===== src/rtl/trace_player_pkg.sv =====
// trace_player_pkg: shared state encoding, trace characters and character decode
package trace_player_pkg;

    typedef enum logic [1:0] {
        IDLE = 2'd0,
        RUN  = 2'd1,
        DONE = 2'd2
    } state_e;

    localparam logic [7:0] CH_ONE  = "-";
    localparam logic [7:0] CH_ZERO = "_";
    localparam logic [7:0] CH_HOLD = ".";

    // Returns {bit, bad}; undefined characters decode to 0 and flag bad.
    function automatic logic [1:0] decode_char(input logic [7:0] ch, input logic prev);
        return ch == CH_ONE  ? 2'b10 :
               ch == CH_ZERO ? 2'b00 :
               ch == CH_HOLD ? {prev, 1'b0} : 2'b01;
    endfunction

endpackage


===== src/rtl/trace_char_decode.sv =====
// trace_char_decode: combinational decode of one trace character for one channel
module trace_char_decode
    import trace_player_pkg::*;
(
    input  logic [7:0] ch_i,
    input  logic       prev_i,
    output logic       val_o,
    output logic       bad_o
);

    assign {val_o, bad_o} = decode_char(ch_i, prev_i);

endmodule


===== src/rtl/trace_player.sv =====
// trace_player: replays per-channel ASCII traces one character per clock
module trace_player
    import trace_player_pkg::*;
#(
    parameter int                          CHANNELS = 4,
    parameter int                          LENGTH   = 32,
    parameter logic [CHANNELS*LENGTH*8-1:0] TRACES  = {CHANNELS*LENGTH{CH_ZERO}},
    parameter int                          WRAP_W   = 8,
    localparam int                         PW       = $clog2(LENGTH)
) (
    input  logic                clock_i,
    input  logic                resetn_i,
    input  logic                start_i,
    input  logic                stop_i,
    input  logic                pause_i,
    input  logic                loop_i,
    output logic [CHANNELS-1:0] out_o,
    output logic [PW-1:0]       pos_o,
    output logic                active_o,
    output logic                done_o,
    output logic [WRAP_W-1:0]   wraps_o,
    output logic                bad_char_o
);

    state_e              state_q, state_d;
    logic [PW-1:0]       pos_q, pos_d;
    logic [CHANNELS-1:0] out_q, out_d;
    logic [WRAP_W-1:0]   wraps_q, wraps_d;
    logic                bad_q, bad_d;

    logic                go, last;
    logic [PW-1:0]       nxt_pos;
    logic [CHANNELS-1:0] prev, dec_val, dec_bad;

    // A fresh start decodes position 0 with a held value of 0; otherwise '.' holds out.
    assign go      = start_i && state_q != RUN;
    assign last    = pos_q == PW'(LENGTH - 1);
    assign nxt_pos = (go || last) ? '0 : pos_q + 1'b1;
    assign prev    = go ? '0 : out_q;

    for (genvar c = 0; c < CHANNELS; c++) begin : g_ch
        logic [8*LENGTH-1:0] str;
        logic [7:0]          ch;
        assign str = TRACES[8*LENGTH*c +: 8*LENGTH];
        assign ch  = str[8*(LENGTH-1-int'(nxt_pos)) +: 8];
        trace_char_decode u_dec (
            .ch_i   (ch),
            .prev_i (prev[c]),
            .val_o  (dec_val[c]),
            .bad_o  (dec_bad[c])
        );
    end

    // Next state with precedence stop > pause > start.
    always_comb begin
        state_d = state_q;
        pos_d   = pos_q;
        out_d   = out_q;
        wraps_d = wraps_q;
        bad_d   = bad_q;
        if (stop_i) begin
            state_d = IDLE;
            pos_d   = '0;
            out_d   = '0;
        end else if (!pause_i) begin
            if (go) begin
                state_d = RUN;
                pos_d   = nxt_pos;
                out_d   = dec_val;
                wraps_d = '0;
                bad_d   = |dec_bad;
            end else if (state_q == RUN) begin
                if (last && !loop_i) begin
                    state_d = DONE;
                end else begin
                    pos_d   = nxt_pos;
                    out_d   = dec_val;
                    bad_d   = bad_q || |dec_bad;
                    wraps_d = last ? wraps_q + 1'b1 : wraps_q;
                end
            end
        end
    end

    // State and output registers.
    always_ff @(posedge clock_i or negedge resetn_i) begin
        if (!resetn_i) begin
            state_q <= IDLE;
            pos_q   <= '0;
            out_q   <= '0;
            wraps_q <= '0;
            bad_q   <= 1'b0;
        end else begin
            state_q <= state_d;
            pos_q   <= pos_d;
            out_q   <= out_d;
            wraps_q <= wraps_d;
            bad_q   <= bad_d;
        end
    end

    assign out_o      = out_q;
    assign pos_o      = pos_q;
    assign active_o   = state_q == RUN;
    assign done_o     = state_q == DONE;
    assign wraps_o    = wraps_q;
    assign bad_char_o = bad_q;

endmodule


===== config.mk =====
export PLATFORM = sky130hd
export DESIGN_NAME = trace_player
export DESIGN_NICKNAME = d
export VERILOG_FILES = /design/src/rtl/trace_player_pkg.sv /design/src/rtl/trace_char_decode.sv /design/src/rtl/trace_player.sv
export SDC_FILE = /design/constraint.sdc
export NUM_CORES = 1
export LEC_CHECK = 0
export BUFFER_PORTS_ARGS = -buffer_cell sky130_fd_sc_hd__buf_2
export CAP_MARGIN = 20
export CORE_MARGIN = 1.5
export CORE_UTILIZATION = 53
export CTS_CLUSTER_DIAMETER = 120
export CTS_CLUSTER_SIZE = 20
export DETAILED_ROUTE_END_ITERATION = 7
export PLACE_DENSITY = 0.91
export SYNTH_ARGS = -nofsm -noshare
export SYNTH_HDL_FRONTEND = slang
export SYNTH_SLANG_ARGS = --single-unit
export TNS_END_PERCENT = 1

===== constraint.sdc =====
create_clock -name clock_i -period 4.53 [get_ports clock_i]
set_clock_uncertainty 0.15 [all_clocks]
set_input_delay 0.6795 -clock clock_i [delete_from_list [all_inputs] [get_ports clock_i]]
set_output_delay 0.6795 -clock clock_i [all_outputs]
set_load 0.01 [all_outputs]

==> impl_results.html <==
<table>
<tr><th>Metric</th><th>Value</th></tr>
<tr><th colspan="2">Routing</th></tr>
<tr><td>Pre-antenna DRT Iters</td><td>4</td></tr>
<tr><td>Number of DRC markers in iteration 0</td><td>17</td></tr>
<tr><td>Number of vias per cell after detailed routing</td><td>5.94</td></tr>
<tr><td>Antenna-violating nets left</td><td>0</td></tr>
<tr><td>Total length of routed wires</td><td>1760 um</td></tr>
<tr><td>Vias after detailed routing</td><td>749</td></tr>
<tr><td>Post-DR wirelength/cell</td><td>14.0 um</td></tr>
<tr><td>Post-detailed-route DRC marker count</td><td>0</td></tr>
<tr><th colspan="2">Clock network</th></tr>
<tr><td>Worst-case clock buffer depth</td><td>2</td></tr>
<tr><td>Count of cells resized by post-cts repair</td><td>0</td></tr>
<tr><td>Number of buffers created by CTS</td><td>3</td></tr>
<tr><td>Clock transition time at the flip-flop clock pins of the worst setup and hold paths</td><td>0.09 ns</td></tr>
<tr><td>H-tree depth</td><td>1</td></tr>
<tr><td>Cell at the root of the clock tree</td><td>sky130_fd_sc_hd__clkbuf_4</td></tr>
<tr><td>Cts hold-fix bufs</td><td>0</td></tr>
<tr><td>CTS tree</td><td>done</td></tr>
<tr><td>Clock insertion delay at the later pin of the skew report</td><td>0.28 ns</td></tr>
<tr><td>Clock sink count</td><td>15</td></tr>
<tr><td>Setup Fix Bufs, Post-CTS</td><td>0</td></tr>
<tr><th colspan="2">Timing</th></tr>
<tr><td>Fin crit share</td><td>0.489</td></tr>
<tr><td>Setup repair after global routing missed its margin</td><td>false</td></tr>
<tr><td>Maximum clock frequency</td><td>451 MHz</td></tr>
<tr><td>Final count of negative-setup-slack endpoints</td><td>0</td></tr>
<tr><td>Setup TNS Final</td><td>0 ns</td></tr>
<tr><td>Final hold violation count</td><td>0</td></tr>
<tr><td>Least-Margin Pin Slew</td><td>0.666 ns</td></tr>
<tr><td>Max-slew violation total from the final report</td><td>0</td></tr>
<tr><td>Time the final worst path needs with I/O delays and setup</td><td>2.22 ns</td></tr>
<tr><td>Relative slew slack</td><td>0.556</td></tr>
<tr><th colspan="2">Final layout</th></tr>
<tr><td>N_diodes</td><td>0</td></tr>
<tr><td>Layout area overhead</td><td>13.1%</td></tr>
<tr><td>Net count, final</td><td>120</td></tr>
<tr><td>Share of final-layout standard cells stronger than drive strength 1</td><td>0.255</td></tr>
<tr><th colspan="2">Global routing</th></tr>
<tr><td>Via count of the first global-routing pass</td><td>674</td></tr>
<tr><td>First-pass GRT wire length</td><td>2830 um</td></tr>
<tr><td>Total GRT Usage</td><td>0.199</td></tr>
<tr><td>Sum of overflow across all layers after global routing</td><td>0</td></tr>
<tr><td>Number of antenna violations at the first check in global routing</td><td>0</td></tr>
<tr><td>Pin count of the biggest net entering global routing</td><td>16</td></tr>
<tr><th colspan="2">Synthesis</th></tr>
<tr><td>Post-synthesis instance total</td><td>88</td></tr>
<tr><td>Synth cell count leaders</td><td>15 x sky130_fd_sc_hd__dfrtp_1, 6 x sky130_fd_sc_hd__nand2_1, 6 x sky130_fd_sc_hd__nor2_1, 5 x sky130_fd_sc_hd__buf_4, 5 x sky130_fd_sc_hd__nand3_1</td></tr>
<tr><td>EDFF count, synth</td><td>0</td></tr>
<tr><td>Mapped Area</td><td>872 um2</td></tr>
<tr><td>Syn Area/Cell</td><td>9.91 um2</td></tr>
<tr><td>Fraction of the yosys area taken by sequential cells</td><td>0.430</td></tr>
<tr><td>Async set-or-reset flop fraction in the synthesized netlist</td><td>1.00</td></tr>
<tr><td>Top-area cell type share of the netlist area</td><td>0.430</td></tr>
<tr><td>Most frequent cell after synthesis</td><td>sky130_fd_sc_hd__dfrtp_1</td></tr>
<tr><td>Leading area contributor after synthesis</td><td>sky130_fd_sc_hd__dfrtp_1</td></tr>
<tr><td>Top post-synthesis cells by area</td><td>sky130_fd_sc_hd__dfrtp_1 43%, sky130_fd_sc_hd__buf_4 4.3%, sky130_fd_sc_hd__ha_1 4.3%</td></tr>
<tr><td>Yosys cell types</td><td>37</td></tr>
<tr><td>Yosys reg bits</td><td>15</td></tr>
<tr><td>Commonest register cell after synthesis</td><td>sky130_fd_sc_hd__dfrtp_1</td></tr>
<tr><td>Number of synthesis warnings</td><td>0</td></tr>
<tr><th colspan="2">Place</th></tr>
<tr><td>Routability congestion estimate from global placement</td><td>0.869</td></tr>
<tr><td>Port bufs</td><td>20</td></tr>
<tr><td>Detailed placement HPWL</td><td>1350 um</td></tr>
<tr><th colspan="2">Die</th></tr>
<tr><td>Width of the die</td><td>43.6 um</td></tr>
<tr><td>Core footprint</td><td>1520 um2</td></tr>
<tr><td>Die area</td><td>1900 um2</td></tr>
<tr><td>Vertical die dimension</td><td>43.6 um</td></tr>
<tr><td>Cell row count</td><td>14</td></tr>
<tr><td>Initial core utilization</td><td>0.572</td></tr>
<tr><td># IOs</td><td>26</td></tr>
<tr><th colspan="2">Job</th></tr>
<tr><td>Number of max-cap violations</td><td>0</td></tr>
<tr><th colspan="2">Setup path</th></tr>
<tr><td>Data required time at the worst endpoint</td><td>4.60 ns</td></tr>
<tr><td>Arrival time reported for the critical path endpoint</td><td>2.28 ns</td></tr>
<tr><td>Crit. End Element</td><td>flip-flop</td></tr>
<tr><td>Worst setup path class</td><td>reg -&gt; reg</td></tr>
<tr><td>Critical-path maximum fanout</td><td>7</td></tr>
<tr><td>Worst Setup Start Kind</td><td>flip-flop</td></tr>
<tr><th colspan="2">Power</th></tr>
<tr><td>Proportion of power drawn by the clock network</td><td>0.327</td></tr>
<tr><td>Total power consumption of the routed design</td><td>0.232 mW</td></tr>
<tr><td>Internal power consumption</td><td>0.174 mW</td></tr>
<tr><td>Peak ir drop on the vdd network</td><td>0.149 mV</td></tr>
<tr><td>Sw Share</td><td>0.252</td></tr>
<tr><td>Power per cell area</td><td>235 nW/um2</td></tr>
<tr><td>Combinational cell fraction of total power</td><td>0.086</td></tr>
<tr><td>Static leakage</td><td>0.531 nW</td></tr>
<tr><td>Power dissipated by switching net loads</td><td>0.0586 mW</td></tr>
<tr><td>Share of total power in sequential cells</td><td>0.587</td></tr>
<tr><th colspan="2">Outcome</th></tr>
<tr><td>Status</td><td>completed</td></tr>
<tr><th colspan="2">Worst hold path</th></tr>
<tr><td>Hold WC Path Type</td><td>in -&gt; async</td></tr>
</table>
stage by stage:
stage	utilization	hold WS [ns]	setup WS, ns	cell area (um2)	instances
after CTS	0.647	0.140	2.30	986	126
after global routing	0.647	0.160	2.18	986	126
after floorplan	-	0.234	2.50	887	92
after detailed placement	0.629	0.369	2.32	958	122
final	0.647	0.139	2.31	986	126
after global placement	0.629	0.356	2.41	958	122
critical path, cell delays in order, from the launching register on:
cell and delay [ns]:
sky130_fd_sc_hd__dfrtp_1 0.42, sky130_fd_sc_hd__ha_1 0.24, sky130_fd_sc_hd__and3_1 0.19, sky130_fd_sc_hd__ha_1 0.23, sky130_fd_sc_hd__nor4_2 0.59, sky130_fd_sc_hd__and3_1 0.25, sky130_fd_sc_hd__a221o_1 0.11
power groups by stage:
stage	Combinational, mW	Sequential, mW	Clock [mW]
floorplan	0.0148	0.139	0
global placement	0.0194	0.139	0
detailed placement	0.0199	0.139	0
CTS	0.0199	0.136	0.0785
global route	0.0227	0.137	0.0851
finish	0.0200	0.136	0.0758
layout make-up:
| class | instances | area (um2) |
|---|---|---|
| sequential | 15 | 375 |
| timing repair buffer | 20 | 100 |
| multi-input combinational | 69 | 455 |
| clock buffer | 3 | 22.5 |
| fill | 121 | 538 |
| inverter | 2 | 7.51 |
| tap | 16 | 20.0 |
| clock inverter | 1 | 5.00 |
logic make-up (layout without fill, tap and decap cells):
logic type                 Yosys count  count (layout)  share of synthesized area
AOI/OAI and AO/OA                   18              18                      0.156
buffers and inverters                8              26                     0.0646
other                                1               5                    0.00430
adders and majority gates            3               3                     0.0430
muxes                                4               4                     0.0488
and+or+nand+nor                     39              39                      0.253
DFF                                 15              15                      0.430
cells in the final DEF, fill, tap and decap left out:
master and n:
sky130_fd_sc_hd__nand3_1 5, sky130_fd_sc_hd__a32o_1 1, sky130_fd_sc_hd__or3_1 1, sky130_fd_sc_hd__dfrtp_1 15, sky130_fd_sc_hd__nor2b_1 2, sky130_fd_sc_hd__nor4_1 1
sky130_fd_sc_hd__a21o_1 2, sky130_fd_sc_hd__nand4b_1 1, sky130_fd_sc_hd__nand2_1 6, sky130_fd_sc_hd__mux2i_1 2, sky130_fd_sc_hd__nor4_2 1, sky130_fd_sc_hd__inv_1 2
sky130_fd_sc_hd__o21ba_2 1, sky130_fd_sc_hd__a211o_1 1, sky130_fd_sc_hd__and4b_1 1, sky130_fd_sc_hd__clkbuf_4 3, sky130_fd_sc_hd__or4_1 1, sky130_fd_sc_hd__a211oi_1 1
sky130_fd_sc_hd__o2bb2ai_1 2, sky130_fd_sc_hd__o21ai_0 2, sky130_fd_sc_hd__nand4_1 1, sky130_fd_sc_hd__mux2_2 2, sky130_fd_sc_hd__nand2b_1 3, sky130_fd_sc_hd__conb_1 5
sky130_fd_sc_hd__a22o_1 2, sky130_fd_sc_hd__clkinv_2 1, sky130_fd_sc_hd__a21oi_1 3, sky130_fd_sc_hd__nor3b_1 1, sky130_fd_sc_hd__ha_1 3, sky130_fd_sc_hd__and3_1 3
sky130_fd_sc_hd__a31oi_1 1, sky130_fd_sc_hd__or2_1 1, sky130_fd_sc_hd__and4_1 1, sky130_fd_sc_hd__nor3_1 4, sky130_fd_sc_hd__a221o_1 1, sky130_fd_sc_hd__a221oi_1 1
sky130_fd_sc_hd__buf_2 20, sky130_fd_sc_hd__nor2_1 6
sequential cells by signal, summed over array words and instances, names as in the netlist:
signal and count:
pos_o 5, state_q 2, wraps_o 8
path summary, 6_finish.rpt:
path                           from    endpoint  cells after the start  slack (ns)
max                        pos_o[0]    pos_o[3]                      6        2.31
min                        resetn_i  wraps_o[6]                      1        0.14
max reg2reg                pos_o[0]    pos_o[3]                      6        2.31
min reg2reg                pos_o[2]    pos_o[2]                      1        0.39
max in group asynchronous  resetn_i    pos_o[1]                      1        3.83
min in group clock_i       pos_o[2]    pos_o[2]                      1        0.39
metal layers:
metal  vias to the layer above  part of all wire  track usage
li1                        366                 -            -
met1                       352              0.43        0.258
met2                        29              0.51        0.332
met3                         2             0.054       0.0250
met4                         0            0.0034       0.0848
met5                         -                 0            0
No activity file was read; power rests on OpenSTA's default activity.
